--- config.mk ---
export PLATFORM = sky130hd
export DESIGN_NAME = vid_word_packer
export DESIGN_NICKNAME = d
export VERILOG_FILES = /design/src/rtl/vid_word_packer.sv
export SDC_FILE = /design/constraint.sdc
export NUM_CORES = 1
export LEC_CHECK = 0
export CORE_UTILIZATION = 54
export DETAILED_ROUTE_END_ITERATION = 8
export MAX_ROUTING_LAYER = met4
export PLACE_DENSITY = 0.79
export SYNTH_ARGS = -nofsm -noshare
export SYNTH_HDL_FRONTEND = slang
export SYNTH_SLANG_ARGS = --single-unit
--- constraint.sdc ---
create_clock -name clk -period 2.1 [get_ports clk]
set_input_delay 0.315 -clock clk [delete_from_list [all_inputs] [get_ports clk]]
set_output_delay 0.315 -clock clk [all_outputs]
set_load 0.02 [all_outputs]
--- src/rtl/vid_word_packer.sv ---
// Packs video elementary-stream bytes into 32-bit vbuf words, tagging MPEG
// start-code prefixes (00 00 01) and flushing a final partial word at end of stream.
module vid_word_packer (
    input  logic        clk,
    input  logic        rst,
    input  logic        clk_en,
    input  logic [7:0]  vid_in,
    input  logic        vid_empty,
    output logic        vid_rd,
    input  logic        vid_end_in,
    input  logic        vbuf_afull,
    output logic [31:0] vbuf_out,
    output logic [3:0]  vbuf_sc,
    output logic [2:0]  vbuf_nbytes,
    output logic        vbuf_last,
    output logic        vbuf_wr
);

    typedef enum logic [1:0] {
        S_FILL  = 2'd0,
        S_FLUSH = 2'd1,
        S_DONE  = 2'd2
    } state_t;

    state_t      state_q, state_d;
    logic        byte_valid_q, byte_valid_d;
    logic [1:0]  byte_idx_q, byte_idx_d;
    logic [31:0] word_q, word_d;
    logic [3:0]  sc_acc_q, sc_acc_d;
    logic [23:0] history_q, history_d;
    logic [31:0] vbuf_out_q, vbuf_out_d;
    logic [3:0]  vbuf_sc_q, vbuf_sc_d;
    logic [2:0]  vbuf_nbytes_q, vbuf_nbytes_d;
    logic        vbuf_last_q, vbuf_last_d;
    logic        wr_en_q, wr_en_d;
    logic        is_sc;

    assign vid_rd      = clk_en && (state_q == S_FILL) && ~vbuf_afull;
    assign vbuf_wr     = wr_en_q && clk_en;
    assign vbuf_out    = vbuf_out_q;
    assign vbuf_sc     = vbuf_sc_q;
    assign vbuf_nbytes = vbuf_nbytes_q;
    assign vbuf_last   = vbuf_last_q;

    // History spans word boundaries, so a prefix split across words is still found.
    assign is_sc = (vid_in == 8'h01) && (history_q[15:0] == 16'h0000);

    always_comb begin
        state_d       = state_q;
        byte_valid_d  = byte_valid_q;
        byte_idx_d    = byte_idx_q;
        word_d        = word_q;
        sc_acc_d      = sc_acc_q;
        history_d     = history_q;
        vbuf_out_d    = vbuf_out_q;
        vbuf_sc_d     = vbuf_sc_q;
        vbuf_nbytes_d = vbuf_nbytes_q;
        vbuf_last_d   = vbuf_last_q;
        wr_en_d       = wr_en_q;

        if (clk_en) begin
            wr_en_d      = 1'b0;
            byte_valid_d = vid_rd && ~vid_empty;
            case (state_q)
                S_FILL: begin
                    if (byte_valid_q) begin
                        history_d  = {history_q[15:0], vid_in};
                        byte_idx_d = byte_idx_q + 2'd1;
                        word_d[{~byte_idx_q, 3'b000} +: 8] = vid_in;
                        sc_acc_d[~byte_idx_q]              = is_sc;
                        // Accumulator is cleared on a full word so a later flush pads with zeros.
                        if (byte_idx_q == 2'd3) begin
                            vbuf_out_d    = {word_q[31:8], vid_in};
                            vbuf_sc_d     = {sc_acc_q[3:1], is_sc};
                            vbuf_nbytes_d = 3'd4;
                            vbuf_last_d   = 1'b0;
                            wr_en_d       = 1'b1;
                            word_d        = 32'h0;
                            sc_acc_d      = 4'h0;
                        end
                    end else if (vid_end_in && vid_empty) begin
                        state_d = S_FLUSH;
                    end
                end
                S_FLUSH: begin
                    if (~vbuf_afull) begin
                        vbuf_out_d    = word_q;
                        vbuf_sc_d     = sc_acc_q;
                        vbuf_nbytes_d = {1'b0, byte_idx_q};
                        vbuf_last_d   = 1'b1;
                        wr_en_d       = 1'b1;
                        state_d       = S_DONE;
                    end
                end
                default: begin
                end
            endcase
        end
    end

    always_ff @(posedge clk or negedge rst) begin
        if (!rst) begin
            state_q       <= S_FILL;
            byte_valid_q  <= 1'b0;
            byte_idx_q    <= 2'd0;
            word_q        <= 32'h0;
            sc_acc_q      <= 4'h0;
            history_q     <= 24'hFFFFFF;
            vbuf_out_q    <= 32'h0;
            vbuf_sc_q     <= 4'h0;
            vbuf_nbytes_q <= 3'd0;
            vbuf_last_q   <= 1'b0;
            wr_en_q       <= 1'b0;
        end else begin
            state_q       <= state_d;
            byte_valid_q  <= byte_valid_d;
            byte_idx_q    <= byte_idx_d;
            word_q        <= word_d;
            sc_acc_q      <= sc_acc_d;
            history_q     <= history_d;
            vbuf_out_q    <= vbuf_out_d;
            vbuf_sc_q     <= vbuf_sc_d;
            vbuf_nbytes_q <= vbuf_nbytes_d;
            vbuf_last_q   <= vbuf_last_d;
            wr_en_q       <= wr_en_d;
        end
    end

endmodule

==> flow_summary.ini, run 1 <==
[run_status]
status = finished, final reports clean

[power]
p_per_area_mw_per_mm2 = 850
power_switching_mw = 1.13
combPwrFrac = 0.167
p_int_mw = 3.04
sw_frac_of_total = 0.272
total_power_mw = 4.17
p_leak_nw = 2.26
clkPwrFrac = 0.324
peakVddDrop_mv = 0.529
seq_power_share = 0.509

[routing]
dr.max_layer_used = met4
wl_met2_um = 3760
first_pass_iters = 4
drt_iter0_drc = 133
drt-total-wl_um = 8010
antenna_left = 0
dr_total_vias = 2541
wl_met3_um = 255
wl_per_cell_um = 17.2
route.detailed.drc = 0
drt-met1-wl_um = 3770
viasPerCell = 5.46

[setup_path]
path_class = input port to output pin
arrival_ps = 1620
r2r_start = byte_idx_q[1]
endpoint = vbuf_wr
crit_path_frequent_cell = clkdlybuf4s50_1
reg2reg_slack_ps = 240
slowest_delay_ps = 600
startpoint = clk_en
critPathCaptureType = output pin
ff2ff_path_depth = 5
cp_data_required_time_ps = 1780
critPathLaunchType = input port
reg2reg_to = vbuf_out[15]
critical-path-top-delay-family = buffers and inverters
crit_path_max_fanout = 6
cp_slowest_cell = clkdlybuf4s50_1
path_cells = clkdlybuf4s50_1 > and2_1 > clkdlybuf4s50_1
crit_buf_inv = 2
crit_cells = 3

[die]
die_w_um = 87.0
core_area_mm2 = 0.00687
initial_core_util = 0.567
rows = 30
die_h_um = 87.0
dieArea_mm2 = 0.00756
ios = 56

[sta]
fin_skew_ps = 9.01
min_period_over_period = 0.922
period_minus_slack_ps = 1940
setup_viol_count_final = 0
rsz0062_at_grt = no
hold_viol = 0
maxSlewHeadroom = 0.526
worstMarginPinSlew_ps = 706
tns_ps = 0
fmax_mhz = 516
drv_slew = 0

[clock_tree]
clkSinkCount = 98
root_buffer = clkbuf_8
htreeDepth = 3
cts_setup_buffers = 0
cts_made_buffers = 9
cts.path.max_buffers = 2
cts_tree = done
insertion_delay_ps = 360
cts.clk_slew.worst_paths_ps = 90

[run]
max-cap-violations = 0

[yosys]
ys.flop_type = dfrtp_1
yosysSeqAreaShare = 0.634
postSynthAreaPerCell_um2 = 13.4
synth_nets = 310
async_flop_share = 1.00
synth-seq-cells = 98
syn_inst = 291
syn-cell-area_mm2 = 0.00390
yosysWarnings = 0
synth_edf_count = 0
yosys.cell_types.count = 35

[global_route]
grt_max_degree = 54
grt_pass1_vias = 2481
grtUsageTotal = 0.243
antenna_found_initial = 0
grt_first_pass_wirelength_um = 13100
gr-total-overflow = 0

[placed_design]
gp_congestion = 0.794
postPlaceCellArea_mm2 = 0.00467
hpwl_um = 5550
port_buffers = 55

[final_layout]
n_antenna_cell = 0
layout_common_cells = dfrtp_1, clkdlybuf4s50_1, mux2_2
final_common_cell = dfrtp_1
area_growth_pct = 26.0
num-nets-final = 383
stdcell_area_mm2 = 0.00491
drive_gt1_frac = 0.266
fill_cells = 490

[min_path]
hp-class = input port to async pin
Yosys cell counts (5+ instances only):
| master | count | area (µm²) |
|---|---|---|
| nand2_1 | 26 | 97.6 |
| o21ai_0 | 5 | 25.0 |
| ha_1 | 5 | 62.6 |
| nor4_1 | 5 | 31.3 |
| dfstp_2 | 16 | 420 |
| mux2_2 | 43 | 484 |
| buf_2 | 7 | 35.0 |
| a22o_1 | 24 | 210 |
| nand2b_1 | 6 | 37.5 |
| nor2_1 | 15 | 56.3 |
| a31oi_1 | 9 | 56.3 |
| dfrtp_1 | 82 | 2050 |
| and2_1 | 10 | 62.6 |
| inv_1 | 7 | 26.3 |
cells by family after synthesis:
family / Yosys count / synth area share
AOI/OAI and AO/OA: 47 / 0.0902
xor gates and xnor gates: 1 / 0.00225
adders and majority gates: 5 / 0.0161
buffers and inverters: 18 / 0.0205
DFF: 98 / 0.634
muxes: 44 / 0.127
and+or+nand+nor: 78 / 0.109
registers in the layout, indices dropped and copies added, names as in the netlist:
signal	count
vbuf_last	1
history_q	16
word_q	32
wr_en_q	1
vbuf_sc	4
state_q	2
byte_idx_q	2
byte_valid_q	1
sc_acc_q	4
vbuf_out	32
vbuf_nbytes	3
area by class of cell:
cell class,instances,area (µm²),area share
multi-input combinational,175,1350,0.275
clock inverter,7,101,0.0206
sequential,98,2470,0.504
inverter,7,26.3,0.00535
timing repair buffer,73,713,0.145
tap,96,120,0.0245
clock buffer,9,124,0.0252
worst reg2reg max path: stages, from the launching register on:
cell and delay (ps):
dfrtp_1 440, ha_1 290, nand3b_1 160, a21oi_4 250, buf_12 240, mux2_2 390
worst min-delay path by stage:
stage               from       endpoint  slack [ps]  depth (start not counted)
finish               rst   vbuf_out[10]         340                          2
floorplan            rst  byte_idx_q[0]          20                          0
global route         rst    vbuf_out[0]         350                          2
global placement     rst   vbuf_out[10]         180                          1
detailed placement   rst   vbuf_out[10]         180                          1
CTS                  rst    vbuf_out[2]         330                          2
through the flow:
| stage | instances | util | setup WS [ps] | hold slack [ps] |
|---|---|---|---|---|
| 6_report | 465 | 0.715 | 163 | 339 |
| 5_1_grt | 465 | 0.715 | 86.1 | 347 |
| 4_1_cts | 465 | 0.714 | 17.4 | 334 |
| 3_5_place_dp | 448 | 0.680 | -58.6 | 175 |
| 3_3_place_gp | 448 | 0.680 | 20.5 | 176 |
| 2_1_floorplan | 291 | - | 309 | 19.4 |
layer usage:
metal | vias up | GRT usage
met1 | 1286 | 0.330
met3 | 15 | 0.0569
met2 | 63 | 0.359
li1 | 1177 | -
met4 | 0 | 0.0879
met5 | - | -
power by group through the flow:
stage	registers (mW)	logic [mW]	clock network [mW]
after floorplan	2.29	0.167	0
after global placement	2.16	0.690	0
after detailed placement	2.16	0.698	0
after CTS	2.12	0.703	1.37
after global routing	2.14	0.748	1.46
final	2.12	0.697	1.35
timing repair:
item / in CTS / in global routing
hold endpoints to repair: 12 / 0
endpoints found under the setup margin: 0 / 1
resized for setup: 0 / 1
hold buffers: 1 / 0
Power figures use the tool's default switching activity.
==> inputs of run 2 (changes only) <==
Settings changed: CORE_UTILIZATION 54 to 56, CTS_BUF_LIST set to sky130_fd_sc_hd__clkbuf_8, PLACE_DENSITY 0.79 to 0.82.
Clock period 2.1 ns to 1.93 ns, I/O delays scaled along.
==> run 2 against run 1 <==
Core utilization increased by 1.3 points. Critical path depth unchanged. Die area decreased by 3.5%. Global-route usage increased by 0.42 points. Combinational power increased by 8.3%.
==> flow_summary.ini, run 2 (synthesized netlist as in run 1, its figures left out) <==
[clock_tree]
clkSinkCount = 98
insertion_delay_ps = 350
cts.clk_slew.worst_paths_ps = 100
cts_made_buffers = 9
cts_setup_buffers = 0
root_buffer = clkbuf_8
htreeDepth = 3
cts_tree = done
cts.path.max_buffers = 2

[global_route]
grtUsageTotal = 0.247
antenna_found_initial = 0
grt_first_pass_wirelength_um = 13000
gr-total-overflow = 0
grt_pass1_vias = 2539
grt_max_degree = 44

[die]
core_area_mm2 = 0.00676
rows = 30
ios = 56
die_h_um = 85.4
initial_core_util = 0.577
dieArea_mm2 = 0.00730
die_w_um = 85.4

[sta]
worstMarginPinSlew_ps = 661
drv_slew = 0
fmax_mhz = 550
period_minus_slack_ps = 1820
rsz0062_at_grt = no
fin_skew_ps = 10.5
setup_viol_count_final = 0
hold_ws_ps = 431
maxSlewHeadroom = 0.557
hold_viol = 0
min_period_over_period = 0.943

[run]
max-cap-violations = 0

[setup_path]
cp_slowest_cell = clkdlybuf4s50_1
cp_data_required_time_ps = 1640
critical-path-top-delay-family = buffers and inverters
reg2reg_to = vbuf_out[1]
critPathCaptureType = output pin
ff2ff_path_depth = 7
r2r_start = byte_idx_q[1]
critPathLaunchType = input port
reg2reg_slack_ps = 220
slowest_delay_ps = 600
path_class = input port to output pin
arrival_ps = 1530
crit_path_frequent_cell = clkdlybuf4s50_1
path_cells = clkdlybuf4s50_1 > and2_1 > clkdlybuf4s50_1
crit_path_max_fanout = 4
crit_buf_inv = 2

[routing]
route.detailed.drc = 0
drt-total-wl_um = 7950
dr_total_vias = 2585
wl_per_cell_um = 17.4
first_pass_iters = 4
antenna_left = 0
drt_iter0_drc = 139
viasPerCell = 5.67

[power]
peakVddDrop_mv = 0.729
p_per_area_mw_per_mm2 = 894
p_leak_nw = 2.27

[placed_design]
postPlaceCellArea_mm2 = 0.00470
gp_congestion = 0.821
hpwl_um = 5770
port_buffers = 55

[final_layout]
drive_gt1_frac = 0.277
layout_common_cells = dfrtp_1, clkdlybuf4s50_1, mux2_2
final_util = 0.728
stdcell_area_mm2 = 0.00492
num-nets-final = 390
final_common_cell = dfrtp_1
area_growth_pct = 26.2
n_antenna_cell = 0

[run_status]
status = finished, final reports clean

[min_path]
hp-class = input port to async pin
[run 2: worst register-to-register path: stages, from the launching register on]
cell and delay [ps]:
dfrtp_1 420, ha_1 250, nand3b_1 140, a21oi_4 190, buf_12 210, buf_4 220, nor2_1 50, a31oi_1 150
[run 2: what timing repair did]
action / in CTS / in global routing
endpoints found under the hold margin: 23 / 0
endpoints found under the setup margin: 1 / 0
gates resized for setup: 1 / 0
hold buffers: 1 / 0
[run 2: routing by layer]
metal	up-vias	track usage	wire, µm
met5	-	-	0
met4	0	0.0833	122
met3	10	0.0603	356
met2	87	0.377	3830
met1	1288	0.327	3640
li1	1200	-	-
[run 2: cell type report]
class	instances	area, µm²
Clock buffer	10	138
Clock inverter	6	66.3
Fill cell	469	1840
Inverter	7	26.3
Multi-Input combinational cell	175	1350
Sequential cell	98	2470
Tap cell	80	100
Timing Repair Buffer	80	762
[run 2: worst max-delay path by stage]
stage,cells past startpoint,slack [ps],to,start
final,3,110,vbuf_wr,clk_en
after floorplan,5,140,vbuf_out[17],byte_idx_q[0]
after global routing,7,30,vbuf_out[4],byte_idx_q[1]
after CTS,3,110,vbuf_wr,clk_en
after detailed placement,6,-5,word_q[16],clk_en
after global placement,4,10,vid_rd,clk_en
[run 2: power breakdown]
| part | switching, mW | internal (mW) |
|---|---|---|
| registers | 0.108 | 2.21 |
| clock network | 0.688 | 0.637 |
| logic | 0.394 | 0.361 |
| total | 1.19 | 3.20 |
[run 2: per-stage QoR]
stage / TNS [ps] / instances / total power, mW / setup slack, ps
floorplan: 0 / 291 / 2.67 / 139
global placement: 0 / 439 / 3.09 / 10.7
detailed placement: -5.19 / 439 / 3.11 / -5.19
CTS: 0 / 456 / 4.44 / 109
global route: 0 / 456 / 4.59 / 35.0
finish: 0 / 456 / 4.39 / 111
